File: config.mk
export PLATFORM = sky130hd
export DESIGN_NAME = ccd_line2axis_v2
export DESIGN_NICKNAME = d
export VERILOG_FILES = /design/src/rtl/ccd_line2axis_v2.sv
export SDC_FILE = /design/constraint.sdc
export NUM_CORES = 1
export LEC_CHECK = 0
export ABC_AREA = 1
export CORE_MARGIN = 4
export CORE_UTILIZATION = 50
export CTS_BUF_LIST = sky130_fd_sc_hd__clkbuf_2
export CTS_CLUSTER_DIAMETER = 30
export DETAILED_ROUTE_END_ITERATION = 12
export PLACE_DENSITY = 0.76
export SETUP_SLACK_MARGIN = 0.2
export SYNTH_ARGS = -nofsm -noshare
export SYNTH_HDL_FRONTEND = slang
export SYNTH_SLANG_ARGS = --single-unit
File: constraint.sdc
create_clock -name pixel_clk -period 6.93 [get_ports pixel_clk]
set_input_delay 1.0395 -clock pixel_clk [delete_from_list [all_inputs] [get_ports pixel_clk]]
set_output_delay 1.0395 -clock pixel_clk [all_outputs]
set_load 0.02 [all_outputs]
File: src/rtl/ccd_line2axis_v2.sv
// Linear-CCD line framer: strips dummy pixels, windows/pads each line and streams it out over AXI4-Stream.
// Define CCD2AXIS_SAT_EN to saturate pixels whose bits above the output window are non-zero.
//   state   | meaning
//   IDLE    | waiting for the first sample of a line
//   PRE     | discarding leading dummy samples
//   ACTIVE  | pushing effective samples
//   POST    | discarding trailing dummy samples
//   WAITLOW | ignoring samples until the strobe drops
//   PAD     | pushing zero pixels to complete a short line
module ccd_line2axis_v2 #(
  parameter int DATA_WIDTH      = 12,
  parameter int OUT_WIDTH       = 8,
  parameter int EFFECT_COLS     = 2048,
  parameter int PRE_DUMMY_COLS  = 32,
  parameter int POST_DUMMY_COLS = 8,
  parameter int FIFO_DEPTH      = 16
) (
  input  logic                  pixel_clk,
  input  logic                  rst_n,
  input  logic                  tvalid,
  input  logic [DATA_WIDTH-1:0] tdata,
  input  logic [10:0]           rows,
  input  logic [3:0]            shift,
  output logic [OUT_WIDTH-1:0]  m_axis_tdata,
  output logic                  m_axis_tvalid,
  input  logic                  m_axis_tready,
  output logic                  m_axis_tlast,
  output logic                  m_axis_tuser,
  input  logic                  err_clr,
  output logic                  ovf,
  output logic                  short_line
);
  localparam int COL_W     = $clog2(EFFECT_COLS + 1);
  localparam int AW        = $clog2(FIFO_DEPTH);
  localparam int SHIFT_MAX = DATA_WIDTH - OUT_WIDTH;
  localparam logic [COL_W-1:0] EFF_LAST  = COL_W'(EFFECT_COLS - 1);
  localparam logic [COL_W-1:0] PRE_LAST  = COL_W'(PRE_DUMMY_COLS - 1);
  localparam logic [COL_W-1:0] POST_LAST = COL_W'(POST_DUMMY_COLS - 1);

  typedef enum logic [2:0] {S_IDLE, S_PRE, S_ACTIVE, S_POST, S_WAITLOW, S_PAD} state_t;

  state_t                  state, state_nx, st_eff;
  logic [COL_W-1:0]        col_cnt, col_nx, cnt_eff;
  logic [10:0]             row_cnt, row_nx, rows_lat, rows_nx, rows_m1;
  logic                    vld_q, fall_q;
  logic [DATA_WIDTH-1:0]   dat_q, shifted;
  logic [OUT_WIDTH-1:0]    pix_win, push_pix;
  logic                    push, push_last, push_user, short_set, line_done;
  int                      s_cl;

  logic [OUT_WIDTH+1:0]    mem [FIFO_DEPTH];
  logic [OUT_WIDTH+1:0]    rd_word;
  logic [AW-1:0]           wr_ptr, rd_ptr;
  logic [AW:0]             count;
  logic                    full, pop, wr_en, drop;

  always_ff @(posedge pixel_clk or negedge rst_n) begin
    if (!rst_n) begin
      vld_q  <= 1'b0;
      dat_q  <= '0;
      fall_q <= 1'b0;
    end else begin
      vld_q  <= tvalid;
      dat_q  <= tdata;
      fall_q <= vld_q & ~tvalid;
    end
  end

  always_comb begin
    s_cl    = (int'(shift) > SHIFT_MAX) ? SHIFT_MAX : int'(shift);
    shifted = dat_q >> s_cl;
    pix_win = shifted[OUT_WIDTH-1:0];
`ifdef CCD2AXIS_SAT_EN
    if ((shifted >> OUT_WIDTH) != '0) pix_win = '1;
`endif
  end

  // The first sample of a line is handled in IDLE as if the FSM were already in PRE (or ACTIVE).
  always_comb begin
    st_eff  = state;
    cnt_eff = col_cnt;
    if (state == S_IDLE) begin
      st_eff  = (PRE_DUMMY_COLS > 0) ? S_PRE : S_ACTIVE;
      cnt_eff = (PRE_DUMMY_COLS > 0) ? PRE_LAST : EFF_LAST;
    end
  end

  always_comb begin
    state_nx  = state;
    col_nx    = col_cnt;
    row_nx    = row_cnt;
    rows_nx   = rows_lat;
    rows_m1   = '0;
    push      = 1'b0;
    push_pix  = '0;
    push_last = 1'b0;
    push_user = 1'b0;
    short_set = 1'b0;
    line_done = 1'b0;
    case (state)
      S_IDLE, S_PRE, S_ACTIVE, S_POST: begin
        if (vld_q) begin
          if (state == S_IDLE && row_cnt == '0) rows_nx = rows;
          case (st_eff)
            S_PRE: begin
              if (cnt_eff == '0) begin
                state_nx = S_ACTIVE;
                col_nx   = EFF_LAST;
              end else begin
                state_nx = S_PRE;
                col_nx   = cnt_eff - COL_W'(1);
              end
            end
            S_ACTIVE: begin
              push      = 1'b1;
              push_pix  = pix_win;
              push_last = (cnt_eff == '0);
              push_user = (cnt_eff == EFF_LAST) && (row_cnt == '0);
              if (cnt_eff == '0) begin
                line_done = 1'b1;
                state_nx  = (POST_DUMMY_COLS > 0) ? S_POST : S_WAITLOW;
                col_nx    = (POST_DUMMY_COLS > 0) ? POST_LAST : '0;
              end else begin
                state_nx = S_ACTIVE;
                col_nx   = cnt_eff - COL_W'(1);
              end
            end
            S_POST: begin
              if (cnt_eff == '0) begin
                state_nx = S_WAITLOW;
                col_nx   = '0;
              end else begin
                col_nx = cnt_eff - COL_W'(1);
              end
            end
            default: ;
          endcase
        end else if (fall_q) begin
          if (state == S_ACTIVE) begin
            state_nx  = S_PAD;
            short_set = 1'b1;
          end else begin
            state_nx = S_IDLE;
            col_nx   = '0;
          end
        end
      end
      S_WAITLOW: begin
        if (!vld_q) begin
          state_nx = S_IDLE;
          col_nx   = '0;
        end
      end
      S_PAD: begin
        push      = 1'b1;
        push_last = (col_cnt == '0);
        push_user = (col_cnt == EFF_LAST) && (row_cnt == '0);
        if (col_cnt == '0) begin
          line_done = 1'b1;
          state_nx  = S_IDLE;
        end else begin
          col_nx = col_cnt - COL_W'(1);
        end
      end
      default: state_nx = S_IDLE;
    endcase
    rows_m1 = (rows_nx == '0) ? '0 : rows_nx - 11'd1;
    if (line_done) row_nx = (row_cnt >= rows_m1) ? '0 : row_cnt + 11'd1;
  end

  always_ff @(posedge pixel_clk or negedge rst_n) begin
    if (!rst_n) begin
      state    <= S_IDLE;
      col_cnt  <= '0;
      row_cnt  <= '0;
      rows_lat <= '0;
    end else begin
      state    <= state_nx;
      col_cnt  <= col_nx;
      row_cnt  <= row_nx;
      rows_lat <= rows_nx;
    end
  end

  // Show-ahead FIFO; a full FIFO still accepts a push when the head is popped in the same cycle.
  assign full          = (count == (AW+1)'(FIFO_DEPTH));
  assign m_axis_tvalid = (count != '0);
  assign pop           = m_axis_tvalid & m_axis_tready;
  assign wr_en         = push & (~full | pop);
  assign drop          = push & full & ~pop;
  assign rd_word       = m_axis_tvalid ? mem[rd_ptr] : '0;
  assign {m_axis_tuser, m_axis_tlast, m_axis_tdata} = rd_word;

  always_ff @(posedge pixel_clk) begin
    if (wr_en) mem[wr_ptr] <= {push_user, push_last, push_pix};
  end

  always_ff @(posedge pixel_clk or negedge rst_n) begin
    if (!rst_n) begin
      wr_ptr <= '0;
      rd_ptr <= '0;
      count  <= '0;
    end else begin
      if (wr_en) wr_ptr <= wr_ptr + AW'(1);
      if (pop)   rd_ptr <= rd_ptr + AW'(1);
      case ({wr_en, pop})
        2'b10:   count <= count + (AW+1)'(1);
        2'b01:   count <= count - (AW+1)'(1);
        default: ;
      endcase
    end
  end

  always_ff @(posedge pixel_clk or negedge rst_n) begin
    if (!rst_n) begin
      ovf        <= 1'b0;
      short_line <= 1'b0;
    end else if (err_clr) begin
      ovf        <= 1'b0;
      short_line <= 1'b0;
    end else begin
      if (drop)      ovf        <= 1'b1;
      if (short_set) short_line <= 1'b1;
    end
  end
endmodule

After elaboration in Yosys (flattened, before gate mapping)
Memories as Yosys holds them, arrays and structs flattened.
Cells that the tools add are included.
{ "op_classes": {"add_sub_neg": 8, "mul": 0, "div": 0, "n_lt_le_gt_ge": 2, "n_eq_ne": 20, "n_shift": 1, "mux": 57, "bitwise": 9, "n_reduce_logical": 16} }
{ "op_table": {"columns": ["cell", "count"], "rows": [
  ["$mux 12", 9],
  ["$pmux 12 s3", 2],
  ["$mux 11", 5],
  ["$eq 12x11->1 const B", 2],
  ["$logic_not 12->1", 2],
  ["$mux 8", 3],
  ["$sub 12x1->12 const B", 2],
  ["$logic_not 11->1", 2],
  ["$mux 1", 21],
  ["$mux 3", 7],
  ["$pmux 3 s3", 2],
  ["$eq 3x2->1 const B", 4],
  ["$shr 12x4->8", 1],
  ["$add 11x1->11 const B", 1],
  ["$ge 11x11->1", 1],
  ["$sub 11x1->11 const B", 1],
  ["$mux 10", 1],
  ["$pmux 5 s2", 1],
  ["$add 4x1->4 const B", 2],
  ["$pmux 1 s2", 4],
  ["$eq 3x1->1 const B", 2],
  ["$eq 3x3->1 const B", 2],
  ["$ne 2x2->1 const B", 3],
  ["$ne 3x3->1 const B", 2],
  ["other kinds (21)", 31]
]} }
{ "word_totals": {"ff_bits": 66, "latch_bits": 0, "ramBits": 160, "romBits": 0, "inputBits": 32, "out_inout_bits": 13, "word_cells": 126, "n_memories": 1} }
{ "memory_table": {"columns": ["name", "depth", "word_bits", "read_ports", "rd_ports_with_merged_regs", "wr", "line_no", "source"], "rows": [
  ["mem", 16, 10, 1, 0, 1, "51", "logic [OUT_WIDTH+1:0] mem [FIFO_DEPTH];"]
]} }

Longest topological paths before layout
Gate-level depths: netlist of run 1.
{ "logic_depth": {"word_depth": 10, "mapped_depth": 22, "ltp_nobuf": 22} }

Least setup slack after synthesis of run 1
OpenSTA, ideal clock, no wires.
{ "synth_path": {"path_type": "input port to flip-flop", "start": "input port shift[3]", "end": "memory mem[0][2] in the netlist's numbering (data pin)", "setup_ns": 0.490, "t_arrival_ns": 3.081, "required_time_ns": 6.440, "slack_ns": 3.359, "cell_stages": 4, "path_buffers": 1, "cell_sequence": "nor2_1 clkbuf_1 inv_1 a2111oi_0"} }
{ "synth_via": {"elab_chain_len": 6} }
{ "synth_rtl": {"columns": ["element", "line_no", "source"], "rows": [
  ["start: declaration", "23", "input logic [3:0] shift,"],
  ["$gt 4x3->1", "70", "s_cl = (int'(shift) > SHIFT_MAX) ? SHIFT_MAX : int'(shift);"],
  ["$mux 4 *", "70", null],
  ["$shr 12x4->8 *", "71", "shifted = dat_q >> s_cl;"],
  ["$mux 8 *", "104", "case (st_eff)"],
  ["$mux 8 *", "102", "if (vld_q) begin"],
  ["$mux 8 *", "100", "case (state)"],
  ["named net push_pix[2]", "47", "logic [OUT_WIDTH-1:0] pix_win, push_pix;"],
  ["end: declaration", "51", null]
]} }
The timed path passes the listed nets; every way through them passes the cells marked *.

Worst setup path in the final report of run 1
{ "layout_path": {"start": "register rd_ptr[0]", "end": "output port m_axis_tlast"} }
{ "layout_via": {"elab_chain_len": 2} }
{ "layout_rtl": {"columns": ["element", "line_no", "source"], "rows": [
  ["start: declaration", "53", "logic [AW-1:0] wr_ptr, rd_ptr;"],
  ["start signal: assignment", "205", "if (pop) rd_ptr <= rd_ptr + AW'(1);"],
  ["$mem_v2 16x10", null, null],
  ["$mux 10", "191", "assign rd_word = m_axis_tvalid ? mem[rd_ptr] : '0;"],
  ["end: declaration", "27", "output logic m_axis_tlast,"]
]} }
No other way between the ends.

==> metrics.cfg, run 1 <==
[outcome]
status=finished, final reports clean

[cells_and_area]
area_delta_synth_final_pct=12.03
instances_no_fill=1496
final_net_count=1231
final_util_pct=57.76
drive_gt1_share_pct=11.80
finalInstanceArea_um2=12300

[placement]
post-dp-hpwl_um=16450
numPlacedInstances=1385
gp_congestion=0.9007
portBuffers=44
placed_area_um2=11660

[floorplanning]
die-height_um=156.2
num_rows=53
io_pins=45
start_util_pct=51.56
die_x_um=156.2
die-area_um2=24390
core_area_um2=21290

[global_routing]
antenna_found_initial=1
overflow=0
grt_max_degree=84
grt_pass1_vias=8132
globalRouteTotalUtil_pct=20.76
grt_pass1_wl_um=40560

[sta]
worst_pin_slew_ns=1.199
finalMaxSlewViolations=0
hold_violations=0
finClkSkew_ns=0.08388
fin_crit_sh_pct=73.59
slew_headroom_pct=19.76
min_period_ns=5.100
rsz0062_at_grt=no
tns_ns=0
fmax_mhz=196.1
setup_viol=0

[drt]
wire_per_inst_um=16.87
drtPass1Iterations=7
drc=0
vias_per_cell=5.603
detail_route.wirelength_um=25240
drtIter0Drc=874
ant_nets=0
vias=8382

[clocking]
cts.sinks=226
insertion_delay_ns=0.83
path_clk_slew_ns=0.11
cts_resized=0
cts_setup_buffers=0
cts_buffer_depth=3
root_buffer=clkbuf_2
numCtsBuffers=59
cts_tree=yes
htree_levels=2
hold_buffers=0

[setup_path]
reg2reg_slack_ns=3.27
r2r_start=row_cnt[0]
crit_path_start_kind=flip-flop
crit_type=flip-flop to primary output
crit_path_end=m_axis_tlast
reg2reg_depth=21
end_kind=primary output
crit_arrival_ns=4.06
cp_max_fo=83
reg2reg_to=row_cnt[8]
cp-startpoint=rd_ptr[0]
required_ns=5.89

[logic_synthesis]
syn_nets=1159
synth_flop_cell=edfxtp_1
synth_edf_count=160
syn_area_um2=10980
ys_warn_count=0
synth_cell_type_count=47
seq_area_frac_synth_pct=58.82
postSynth.asyncResetShare_pct=29.20
ys_ff_latch=226
synth.avg_cell_area_um2=9.987
syn-instance-count=1099

[power]
totalPowerFinal_mw=3.716
power_density_nw_per_um2=302.3
irDropWorstVdd_uv=153.6
leakage_nw=5.228

[hold_path]
hold_path.class=input port to asynchronous set/reset pin

[run]
maxCapViolCount=0

-- how the worst min path moves through the flow --
stage | slack (ns) | end
finish | 0.32 | state[0]
global route | 0.30 | state[0]
CTS | 0.27 | state[0]
detailed placement | 0.50 | count[0]
global placement | 0.49 | count[0]
floorplan | 0.46 | count[0]
-- report_power, final --
group / switching [mW] / internal (mW)
sequential: 0.0375 / 1.47
clock: 0.536 / 0.486
combinational: 0.766 / 0.417
total: 1.34 / 2.38
-- worst max-delay path, cell delays in order, from the launching register on --
cell             delay [ns]
dfrtp_2                0.40
buf_4                  0.36
inv_2                  0.47
buf_4                  0.52
o21ai_0                0.17
o221ai_1               0.20
nand3_1                0.12
a21oi_1                0.29
clkdlybuf4s50_1        0.67
-- flip-flops by register name, indices dropped and copies added, names as in the netlist, 3 cells and up --
register / count
mem: 160
col_cnt: 12
dat_q: 12
row_cnt: 11
rows_lat: 11
count: 5
rd_ptr: 4
wr_ptr: 4
state: 3
-- cells in the mapped netlist, types with 5 or more instances --
library cell,instances,share of area [%]
nor2_4,6,0.62
clkbuf_1,30,1.0
nand4_1,15,0.85
inv_1,94,3.2
nand3_1,58,2.6
o221ai_1,31,2.5
nor2_1,174,6.0
nand2_1,152,5.2
edfxtp_1,160,44
nand2_2,6,0.34
nor2_2,5,0.28
xor2_1,22,1.8
o22ai_1,14,0.80
nor3_1,12,0.55
a21oi_1,33,1.5
o21ai_0,125,5.7
buf_2,6,0.27
nand3b_1,6,0.41
ha_1,27,3.1
dfrtp_1,66,15
-- through the flow --
stage | hold slack [ns] | worst slack (ns)
2_1_floorplan | 0.4625 | 3.359
3_3_place_gp | 0.4891 | 2.846
3_5_place_dp | 0.4963 | 2.754
4_1_cts | 0.2718 | 1.820
5_1_grt | 0.2975 | 1.518
6_report | 0.3183 | 1.830
-- cells by family after synthesis --
family	after synthesis	share of synthesized area, %
AND/OR/NAND/NOR	450	18.51
AO/OA/AOI/OAI	228	12.24
flip-flops	226	58.82
buffers and inverters	140	4.993
adder cells (fa/ha/maj)	28	3.260
XOR/XNOR	26	2.075
multiplexers	1	0.09120
-- metal layers --
layer | track usage [%] | share of wire (%) | vias to the layer above | wire length, um
met5 | 0 | 0 | - | 0
met4 | 6.653 | 2.1 | 0 | 524
met3 | 3.856 | 6.9 | 44 | 1733
met2 | 35.39 | 50 | 338 | 12500
met1 | 27.04 | 42 | 3982 | 10470
li1 | - | - | 4018 | -
-- layout make-up --
type | instances | area (um^2)
fill | 1800 | 8991
sequential | 226 | 6457
multi-input combinational | 733 | 3988
timing repair buffer | 52 | 498.0
clock buffer | 86 | 430.4
inverter | 99 | 371.6
tap | 275 | 344.1
clock inverter | 24 | 203.9
antenna | 1 | 2.502
-- placed cells by master (no fill, tap or decap), drive strengths merged, types with 6 or more instances in the layout --
| master | synthesis | layout |
|---|---|---|
| nand4 | 15 | 15 |
| nand3b | 6 | 6 |
| nand2 | 160 | 160 |
| buf | 11 | 9 |
| clkinv | 1 | 20 |
| nor3 | 12 | 12 |
| o21ai | 133 | 133 |
| edfxtp | 160 | 160 |
| inv | 98 | 98 |
| o221ai | 31 | 31 |
| a21oi | 33 | 33 |
| dfrtp | 66 | 66 |
| ha | 27 | 27 |
| clkbuf | 30 | 86 |
| clkdlybuf4s50 | 0 | 43 |
| xor2 | 22 | 22 |
| nor2 | 188 | 188 |
| nand3 | 62 | 62 |
| o22ai | 14 | 14 |
(Power assumes the default switching activity.)
==> run 2: changes to the inputs <==
--- a/config.mk
+++ b/config.mk
@@ -11,7 +11,7 @@
 export CTS_BUF_LIST = sky130_fd_sc_hd__clkbuf_2
 export CTS_CLUSTER_DIAMETER = 30
 export DETAILED_ROUTE_END_ITERATION = 12
-export PLACE_DENSITY = 0.76
+export PLACE_DENSITY = 0.78
 export SETUP_SLACK_MARGIN = 0.2
 export SYNTH_ARGS = -nofsm -noshare
 export SYNTH_HDL_FRONTEND = slang
==> constraint.sdc (replaced) <==
create_clock -name pixel_clk -period 4.2 [get_ports pixel_clk]
set_input_delay 0.63 -clock pixel_clk [delete_from_list [all_inputs] [get_ports pixel_clk]]
set_output_delay 0.63 -clock pixel_clk [all_outputs]
set_load 0.02 [all_outputs]
==> metrics.cfg, run 2 (synthesis gave the netlist of run 1 again) <==
[floorplanning]
start_util_pct=51.56
die-height_um=156.2
core_area_um2=21290
die-area_um2=24390
num_rows=53
die_x_um=156.2
io_pins=45

[clocking]
root_buffer=clkbuf_2
htree_levels=2
numCtsBuffers=58
path_clk_slew_ns=0.10
cts_tree=yes
insertion_delay_ns=0.91
cts_buffer_depth=3
cts.sinks=226

[drt]
vias=8408
ant_nets=0
detail_route.wirelength_um=25260
route.met3.wl_um=1907
wl_met2_um=12370
drtPass1Iterations=7
dr.max_layer_used=met4
met1_length_um=10450
drtIter0Drc=761
vias_per_cell=5.598
drc=0
wire_per_inst_um=16.82

[hold_path]
hold_path.class=input port to flip-flop

[sta]
finalMaxSlewViolations=0
fin_crit_sh_pct=93.01
holdWs_ns=0.2413
worst_pin_slew_ns=1.198
finClkSkew_ns=0.09092
hold_violations=0
setup_viol=0
rsz0062_at_grt=yes
min_period_ns=3.907
tns_ns=0
setup_ws_ns=0.2935
slew_headroom_pct=19.85
fmax_mhz=256.0

[outcome]
status=finished, final reports clean

[cells_and_area]
top_regs=mem: 160 flops, col_cnt: 12 flops, dat_q: 12 flops
drive_gt1_share_pct=12.89
area_delta_synth_final_pct=12.72
final_util_pct=58.12
mostFrequentLayoutCells=nor2_1 (174), edfxtp_1 (160), nand2_1 (152)
instances_no_fill=1502
final_net_count=1241
largest_reg_flops=160
final_common_cell=nor2_1
top_register=mem

[setup_path]
end_kind=primary output
crit_buf_inv=3
crit_path_start_kind=flip-flop
crit_arrival_ns=3.28
worst_path_largest_cell_delay_ns=0.63
crit_type=flip-flop to primary output
crit_slowest_cell=clkdlybuf4s50_1
cp_top_family=buffers and inverters
required_ns=3.57
cp_cell_sequence=inv_6, buf_16, o21ai_0, o221ai_1, nand3_1, a21oi_1, clkdlybuf4s50_1
cp_max_fo=55

[power]
leakage_nw=5.324
power_density_nw_per_um2=492.8
irDropWorstVdd_uv=332.6

[global_routing]
globalRouteTotalUtil_pct=20.57
grt_max_degree=83
grt_pass1_wl_um=40330
grt_pass1_vias=8028
antenna_found_initial=1
overflow=0

[placement]
post-place-ws_ns=0.7267
post-dp-hpwl_um=16170
numPlacedInstances=1394
gp_congestion=0.8997
portBuffers=44

[run]
maxCapViolCount=0

## run 2: cell count changes in the layout (fill, tap and decap cells not counted), sizes merged, moves of 3 or more
cell and delta:
bufinv -3, dlymetal6s2s +4, clkbuf +5, clkdlybuf4s50 -4
clkinv -7, buf +9
## run 2: cell type report
type	instances	area, um^2
diodes	1	2.502
inverters	99	376.6
flip-flops and latches	226	6457
repair buffers	63	651.9
fillers	1796	8915
multi-input cells	733	3986
clock inverters	15	102.6
clock buffers	90	450.4
well taps	275	344.1
## run 2: path summary, 6_finish.rpt
check,start,end,slack (ns),cells after the start
max in group asynchronous,rst_n,fall_q,2.78,3
worst min register to register,count[0],count[0],0.50,1
worst max register to register,row_cnt[0],row_cnt[1],0.71,20
min in group asynchronous,rst_n,rd_ptr[3],0.47,2
worst max-delay path,rd_ptr[0],m_axis_tdata[5],0.29,7
worst min-delay path,tdata[3],dat_q[3],0.24,1
## run 2: metrics by stage
stage / area [um^2] / power (mW)
after floorplan: 10980 / 3.835
after global placement: 11730 / 4.469
after detailed placement: 11730 / 4.516
after CTS: 12310 / 6.067
after global routing: 12370 / 6.470
final: 12370 / 6.097
## run 2: report_power, final
part           internal, mW  total, mW  switching [mW]  leakage (nW)
sequential             2.43       2.51          0.0793          2.38
combinational         0.759       2.06            1.30          2.52
clock                 0.642       1.53           0.890         0.428
## run 2: repair_timing
| action | CTS | global route |
|---|---|---|
| hold endpoints to repair | 42 | 0 |
| endpoints found under the setup margin | 10 | 8 |
| cloned | 0 | 1 |
| hold buffers | 1 | 0 |
| setup buffers | 0 | 0 |
| gates resized for setup | 4 | 10 |
## run 2: routing by layer
metal | vias up | global-route usage, %
met5 | - | 0
met4 | 0 | 7.355
met3 | 41 | 4.161
met2 | 321 | 34.16
met1 | 4012 | 27.03
li1 | 4034 | -
